--- src/rtl/cpu_pkg.sv ---
// Shared RV32I decode constants, ALU operation encoding and load/store size codes.
package cpu_pkg;

    localparam logic [6:0] OPC_LUI    = 7'b0110111;
    localparam logic [6:0] OPC_AUIPC  = 7'b0010111;
    localparam logic [6:0] OPC_JAL    = 7'b1101111;
    localparam logic [6:0] OPC_JALR   = 7'b1100111;
    localparam logic [6:0] OPC_BRANCH = 7'b1100011;
    localparam logic [6:0] OPC_LOAD   = 7'b0000011;
    localparam logic [6:0] OPC_STORE  = 7'b0100011;
    localparam logic [6:0] OPC_OP_IMM = 7'b0010011;
    localparam logic [6:0] OPC_OP     = 7'b0110011;
    localparam logic [6:0] OPC_SYSTEM = 7'b1110011;

    localparam logic [31:0] INSTR_EBREAK = 32'h0010_0073;

    localparam logic [2:0] MEM_B  = 3'b000;
    localparam logic [2:0] MEM_H  = 3'b001;
    localparam logic [2:0] MEM_W  = 3'b010;
    localparam logic [2:0] MEM_BU = 3'b100;
    localparam logic [2:0] MEM_HU = 3'b101;

    typedef enum logic [3:0] {
        AluAdd,
        AluSub,
        AluSll,
        AluSlt,
        AluSltu,
        AluXor,
        AluSrl,
        AluSra,
        AluOr,
        AluAnd
    } alu_op_e;

    // alt is instruction bit 30; it selects SUB only for register-register ops.
    function automatic alu_op_e alu_op_decode(input logic [2:0] funct3, input logic alt,
                                              input logic is_op);
        alu_op_e op;
        unique case (funct3)
            3'b000:  op = (is_op && alt) ? AluSub : AluAdd;
            3'b001:  op = AluSll;
            3'b010:  op = AluSlt;
            3'b011:  op = AluSltu;
            3'b100:  op = AluXor;
            3'b101:  op = alt ? AluSra : AluSrl;
            3'b110:  op = AluOr;
            default: op = AluAnd;
        endcase
        return op;
    endfunction

endpackage

--- src/rtl/cpu_alu.sv ---
// 32-bit integer ALU with equality and signed/unsigned less-than compare flags.
module cpu_alu
    import cpu_pkg::*;
(
    input  logic [31:0] op_a_i,
    input  logic [31:0] op_b_i,
    input  logic [3:0]  alu_op_i,
    output logic [31:0] result_o,
    output logic        eq_o,
    output logic        lt_o,
    output logic        ltu_o
);

    logic [4:0] shamt;

    always_comb begin
        shamt = op_b_i[4:0];
        eq_o  = (op_a_i == op_b_i);
        lt_o  = ($signed(op_a_i) < $signed(op_b_i));
        ltu_o = (op_a_i < op_b_i);
        unique case (alu_op_e'(alu_op_i))
            AluAdd:  result_o = op_a_i + op_b_i;
            AluSub:  result_o = op_a_i - op_b_i;
            AluSll:  result_o = op_a_i << shamt;
            AluSlt:  result_o = {31'b0, lt_o};
            AluSltu: result_o = {31'b0, ltu_o};
            AluXor:  result_o = op_a_i ^ op_b_i;
            AluSrl:  result_o = op_a_i >> shamt;
            AluSra:  result_o = $unsigned($signed(op_a_i) >>> shamt);
            AluOr:   result_o = op_a_i | op_b_i;
            AluAnd:  result_o = op_a_i & op_b_i;
            default: result_o = 32'b0;
        endcase
    end

endmodule

--- src/rtl/cpu_top_level.sv ---
// Single-cycle RV32I core: PC, register file, decode, branch and load/store control.
// Define CPU_EBREAK_HALT_EN to make EBREAK halt the core until reset.
module cpu_top_level
    import cpu_pkg::*;
#(
    parameter logic [31:0] RESET_PC = 32'h0000_0000
) (
    input  logic        CLK,
    input  logic        Reset,
    input  logic [31:0] INSTRUCTION,
    input  logic [31:0] MEM_data,
    output logic [31:0] Instr_Addr,
    output logic [31:0] MEM_addr,
    output logic [31:0] MEM_WR_out,
    output logic [2:0]  MEM_type,
    output logic        MEM_rd_en,
    output logic        MEM_wr_en
);

    logic [31:0] pc_q, pc_d;
    logic        run_q;
    logic        halted_q, halted_d;
    logic [31:0] rf_q [32];

    logic [6:0]  opcode;
    logic [4:0]  rd, rs1, rs2;
    logic [2:0]  funct3;
    logic [31:0] imm_i, imm_s, imm_b, imm_u, imm_j;
    logic [31:0] rs1_val, rs2_val, pc_plus4;

    logic [31:0] alu_a, alu_b, alu_res;
    alu_op_e     alu_op;
    logic        alu_eq, alu_lt, alu_ltu;

    logic        exec_en, rd_we, is_load, is_store, br_taken;
    logic [31:0] rd_wdata, pc_next;

    always_comb begin
        opcode   = INSTRUCTION[6:0];
        rd       = INSTRUCTION[11:7];
        funct3   = INSTRUCTION[14:12];
        rs1      = INSTRUCTION[19:15];
        rs2      = INSTRUCTION[24:20];
        imm_i    = {{20{INSTRUCTION[31]}}, INSTRUCTION[31:20]};
        imm_s    = {{20{INSTRUCTION[31]}}, INSTRUCTION[31:25], INSTRUCTION[11:7]};
        imm_b    = {{19{INSTRUCTION[31]}}, INSTRUCTION[31], INSTRUCTION[7],
                    INSTRUCTION[30:25], INSTRUCTION[11:8], 1'b0};
        imm_u    = {INSTRUCTION[31:12], 12'b0};
        imm_j    = {{11{INSTRUCTION[31]}}, INSTRUCTION[31], INSTRUCTION[19:12],
                    INSTRUCTION[20], INSTRUCTION[30:21], 1'b0};
        rs1_val  = (rs1 == 5'd0) ? 32'b0 : rf_q[rs1];
        rs2_val  = (rs2 == 5'd0) ? 32'b0 : rf_q[rs2];
        pc_plus4 = pc_q + 32'd4;
    end

    cpu_alu u_alu (
        .op_a_i   (alu_a),
        .op_b_i   (alu_b),
        .alu_op_i (alu_op),
        .result_o (alu_res),
        .eq_o     (alu_eq),
        .lt_o     (alu_lt),
        .ltu_o    (alu_ltu)
    );

    // run_q holds off execution for the first edge after reset is released.
    assign exec_en = Reset && run_q && !halted_q;

    always_comb begin
        alu_a    = rs1_val;
        alu_b    = imm_i;
        alu_op   = AluAdd;
        rd_we    = 1'b0;
        rd_wdata = alu_res;
        pc_next  = pc_plus4;
        is_load  = 1'b0;
        is_store = 1'b0;
        br_taken = 1'b0;
        halted_d = halted_q;
        unique case (opcode)
            OPC_LUI: begin
                rd_we    = 1'b1;
                rd_wdata = imm_u;
            end
            OPC_AUIPC: begin
                alu_a = pc_q;
                alu_b = imm_u;
                rd_we = 1'b1;
            end
            OPC_JAL: begin
                rd_we    = 1'b1;
                rd_wdata = pc_plus4;
                pc_next  = pc_q + imm_j;
            end
            OPC_JALR: begin
                rd_we    = 1'b1;
                rd_wdata = pc_plus4;
                pc_next  = {alu_res[31:1], 1'b0};
            end
            OPC_BRANCH: begin
                alu_b = rs2_val;
                unique case (funct3)
                    3'b000:  br_taken = alu_eq;
                    3'b001:  br_taken = !alu_eq;
                    3'b100:  br_taken = alu_lt;
                    3'b101:  br_taken = !alu_lt;
                    3'b110:  br_taken = alu_ltu;
                    3'b111:  br_taken = !alu_ltu;
                    default: br_taken = 1'b0;
                endcase
                if (br_taken) begin
                    pc_next = pc_q + imm_b;
                end
            end
            OPC_LOAD: begin
                is_load  = 1'b1;
                rd_we    = 1'b1;
                rd_wdata = MEM_data;
            end
            OPC_STORE: begin
                is_store = 1'b1;
                alu_b    = imm_s;
            end
            OPC_OP_IMM: begin
                rd_we  = 1'b1;
                alu_op = alu_op_decode(funct3, INSTRUCTION[30], 1'b0);
            end
            OPC_OP: begin
                rd_we  = 1'b1;
                alu_b  = rs2_val;
                alu_op = alu_op_decode(funct3, INSTRUCTION[30], 1'b1);
            end
            OPC_SYSTEM: begin
`ifdef CPU_EBREAK_HALT_EN
                if (INSTRUCTION == INSTR_EBREAK) begin
                    pc_next  = pc_q;
                    halted_d = exec_en;
                end
`endif
            end
            default: ;
        endcase

        if (!exec_en) begin
            rd_we    = 1'b0;
            is_load  = 1'b0;
            is_store = 1'b0;
            pc_next  = pc_q;
            halted_d = halted_q;
        end
        pc_d = pc_next;
    end

    always_comb begin
        Instr_Addr = pc_q;
        MEM_rd_en  = is_load;
        MEM_wr_en  = is_store;
        MEM_addr   = (is_load || is_store) ? alu_res : 32'b0;
        MEM_WR_out = is_store ? rs2_val : 32'b0;
        MEM_type   = (is_load || is_store) ? funct3 : MEM_B;
    end

    always_ff @(posedge CLK) begin
        if (!Reset) begin
            pc_q     <= RESET_PC;
            run_q    <= 1'b0;
            halted_q <= 1'b0;
            for (int i = 0; i < 32; i++) begin
                rf_q[i] <= 32'b0;
            end
        end else begin
            pc_q     <= pc_d;
            run_q    <= 1'b1;
            halted_q <= halted_d;
            if (rd_we && (rd != 5'd0)) begin
                rf_q[rd] <= rd_wdata;
            end
        end
    end

endmodule

--- config.mk ---
export PLATFORM = sky130hd
export DESIGN_NAME = cpu_top_level
export DESIGN_NICKNAME = d
export VERILOG_FILES = /design/src/rtl/cpu_pkg.sv /design/src/rtl/cpu_alu.sv /design/src/rtl/cpu_top_level.sv
export SDC_FILE = /design/constraint.sdc
export NUM_CORES = 2
export LEC_CHECK = 0
export BUFFER_PORTS_ARGS = -buffer_cell sky130_fd_sc_hd__buf_4
export CORE_MARGIN = 5
export CORE_UTILIZATION = 45
export DETAILED_ROUTE_END_ITERATION = 6
export PLACE_DENSITY_LB_ADDON = 0.1
export REMOVE_ABC_BUFFERS = 1
export SYNTH_ARGS = -nofsm -noshare
export SYNTH_HDL_FRONTEND = slang
export SYNTH_SLANG_ARGS = --single-unit
--- constraint.sdc ---
create_clock -name CLK -period 13.7 [get_ports CLK]
set_clock_uncertainty 0.2 [all_clocks]
set_input_delay 2.74 -clock CLK [delete_from_list [all_inputs] [get_ports CLK]]
set_output_delay 2.74 -clock CLK [all_outputs]
set_load 0.02 [all_outputs]
==> summary.md <==
| Metric | Value |
|---|---|
| Status | complete, but fails checks |
| Failing checks | design-rule violations, max-capacitance violations, max-slew violations |
| Die Y-Extent | 402.4 µm |
| Cell family with most CP delay | compound AO/OA/AOI/OAI gates |
| Setup TNS | 0 ps |
| TritonCTS Buffers | 115 |
| WP data arrival | between 10000 and 15000 ps |
| Critical Path, Cell by Cell | buf_4 > nand4bb_1 > o211ai_1 > o22ai_1 > o22ai_1 > nand2_1 > ha_1 > inv_1 > a21oi_1 > nand3_1 > o211ai_1 > o21ai_0 > a2111oi_0 > nor3_1 > o31ai_1 > buf_4 > nand4_1 > o211ai_1 > nor2b_1 > buf_4 |
| Sequential area share after synthesis | 45.31% |
| Total Routing Usage GR | 41.99% |
| Worst EP required | roughly 11000 ps |
| Crit Path Class | primary input to primary output |
| CTS root buffer | clkbuf_16 |
| Slowest-stage cell, CP | o211ai_1 |
| Leading cell type in the layout, fill and taps excluded | nor2_1 |
| Fin nets | roughly 6100 |
| WL final | approximately 350 mm |
| Post-CTS Resized | 0 |
| Leakage | 28.24 nW |
| Clock network fraction of total power | 34.9% |
| Residual DRC count | 9 |
| Psw | 3.204 mW |
| Ys flop type | edfxtp_1 |
| Gate Count Post-Synth | roughly 5900 |
| Antenna viol nets, final | 0 |
| Share of synthesized registers carrying an async set or reset | 0% |
| Pwr Density | 123.1 nW/µm² |
| Crit path time final | 13210 ps |
| Die area | 161900 µm² |
| PortBufs | about 170 |
| Iter 0 DRT Violations | 9845 |
| Fin. max-slew vios | 8 |
| Maximum buffer depth of the clock tree | 3 |
| First-pass DRT Iterations | 7 |
| Synth-to-layout area growth | 11.44% |
| First-pass GRT wire length | 472.1 mm |
| Worst-path clk slew | roughly 60 ps |
| Share of cells above drive strength 1 | 24.44% |
| Initial Util | 45.13% |
| GR Overflow Total | 0 |
| Register share of total power | between 30% and 40% |
| Post-synthesis register bit count | 1056 |
| Vias | about 58000 |
| Slew @ Worst Pin | 1526 ps |
| Cell taking the most area after synthesis | edfxtp_1 |
| Final setup violating endpoints | 0 |
| Min-delay worst type | register to register |
| Core Rows | approximately 140 |
| CP max FO | 16 |
| Initial antenna violation count | 19 |
| Yosys Warn Count | 0 |
| Mapped cell area | 69280 µm² |
| Via density | 7.269 |
| Area contributors post-synth | edfxtp_1 (44%), mux4_2 (19%), nor2_1 (6.3%) |
| Top-area cell type share of the netlist area | ~44% |
| Period utilization | 96.44% |
| RePlAce Congestion | 1.042 |
| Sw Share | 33.70% |
| CTS tree | done |
| Setup repair after global routing missed its margin | no |
| Fin cells | just over 8000 |
| Combinational Power Share | 25.9% |
| Area of the core | 153500 µm² |
| Top Ports | 167 |
| Syn Area/Cell | 11.81 µm² |
| Largest net degree at the start of global routing | between 90 and 100 |
| Unique masters post-synth | 112 |
| DR WL/cell | 43.39 µm |
| Worst vdd ir | ~0.13 mV |
| Int Pwr | approximately 6.3 mW |
| Insertion delay to the later sink of the worst-skew pair | 790 ps |
| Design Area, Final | slightly below 80000 µm² |
| DP HPWL | 234.3 mm |
| Buf/Inv on CP | 4 |
| Postcts setup bufs | 0 |
| Vias in the first global route | 55933 |
| Dpl cell area | 73230 µm² |
| H-tree depth | 3 |
| Hold buffer count at CTS | 0 |
| Setup crit end kind | primary output |
| Die X | 402.4 µm |
| Max Clk Rate | approximately 76 MHz |
| Commonest cells after routing, fill and taps aside | nor2_1 (1154), edfxtp_1 (1024), mux4_2 (586) |
| Clock sinks | 1056 |
| Slowest Stage Delay on Critical Path | roughly 1300 ps |
| Rel. slew slack | -2.188% |
| Number of synthesized flops with an enable pin | 1024 |
| Startpoint types | primary input |
| Final core occ | 50.30% |
| Final Hold Viols | 0 |
| Tot Pwr | 9.506 mW |
| DP Cell Count | approximately 8000 |
| Max_cap viols | 1 |
[synthesized netlist by cell type, types with 16 or more instances]
master and number:
o21a_1 25, o21ai_0 166, o31ai_1 21, nor2_1 1157, a31oi_1 38, a222oi_1 22
or2_2 16, a211o_1 20, mux2_2 48, nor3_1 71, a221oi_1 30, o221ai_1 35
nand2_1 290, and3_1 22, o21bai_1 23, edfxtp_1 1024, dlygate4sd1_1 23, buf_6 23
nor2_2 31, xor2_1 35, dfxtp_1 32, inv_1 105, a221o_1 31, buf_2 110
clkbuf_1 335, and2_1 42, o211ai_1 57, nand2b_1 24, a211oi_1 63, mux2i_1 205
xnor2_1 59, nand4_1 27, a21o_1 68, buf_4 18, buf_1 49, a22oi_1 31
o22ai_1 35, nor2b_1 68, ha_1 149, a21oi_1 259, nand3_1 86, or3_1 19
mux4_2 586
[per-layer routing]
| layer | track usage (%) | vias up | part of all wire [%] |
|---|---|---|---|
| met5 | 0 | - | 0.022 |
| met4 | 26.95 | 12 | 8.3 |
| met3 | 13.09 | 1180 | 14 |
| met2 | 61.51 | 5161 | 43 |
| met1 | 54.18 | 29546 | 35 |
| li1 | - | 22588 | - |
[registers in the layout, indices dropped and copies added (netlist names)]
signal,count
Instr_Addr,31
rf_q,1024
run_q,1
[power groups by stage]
stage               sequential (mW)  combinational [mW]  clock (mW)
finish                         3.73                2.46        3.32
global route                   3.73                2.51        3.45
CTS                            3.72                2.37        3.32
detailed placement             3.79                2.36           0
global placement               3.79                2.37           0
floorplan                      3.76                1.25           0
[final cells by class]
type	count	area (µm²)
Antenna cell	7	17.52
Clock buffer	131	2959
Clock inverter	81	998.5
Fill cell	13638	76300
Inverter	124	476.7
Multi-Input combinational cell	4153	35280
Sequential cell	1056	31390
Tap cell	2044	2557
Timing Repair Buffer	450	3525
[final timing paths]
kind                       start             end  slack [ps]  depth (start not counted)
setup / recovery  INSTRUCTION[3]     MEM_addr[0]         490                         20
hold / removal    Instr_Addr[31]  Instr_Addr[31]         340                          2
setup reg to reg      rf_q[0][2]  Instr_Addr[12]        6000                         17
hold reg to reg   Instr_Addr[31]  Instr_Addr[31]         340                          2
[cells by family after synthesis]
logic type | synth area share (%)
AND/OR/NAND/NOR | 11.99
flip-flops | 45.31
multiplexers | 22.98
XOR/XNOR | 1.188
other | 0.005413
buffers and inverters | 4.593
adder cells (fa/ha/maj) | 2.806
AO/OA/AOI/OAI | 11.13
[tightest hold or removal path, cell delays in order, from the launching register on]
cell	delay (ps)
dfxtp_1	340
nand2_1	90
a2bb2oi_1	60
[per-stage QoR]
| step | setup slack (ps) | hold WS, ps |
|---|---|---|
| floorplan | -423.5 | 403.2 |
| global placement | 822.0 | 302.8 |
| detailed placement | 851.7 | 306.7 |
| CTS | 834.0 | 320.5 |
| global route | 416.6 | 354.8 |
| finish | 488.4 | 338.2 |
Note: power is estimated with default switching activity, not from simulation.
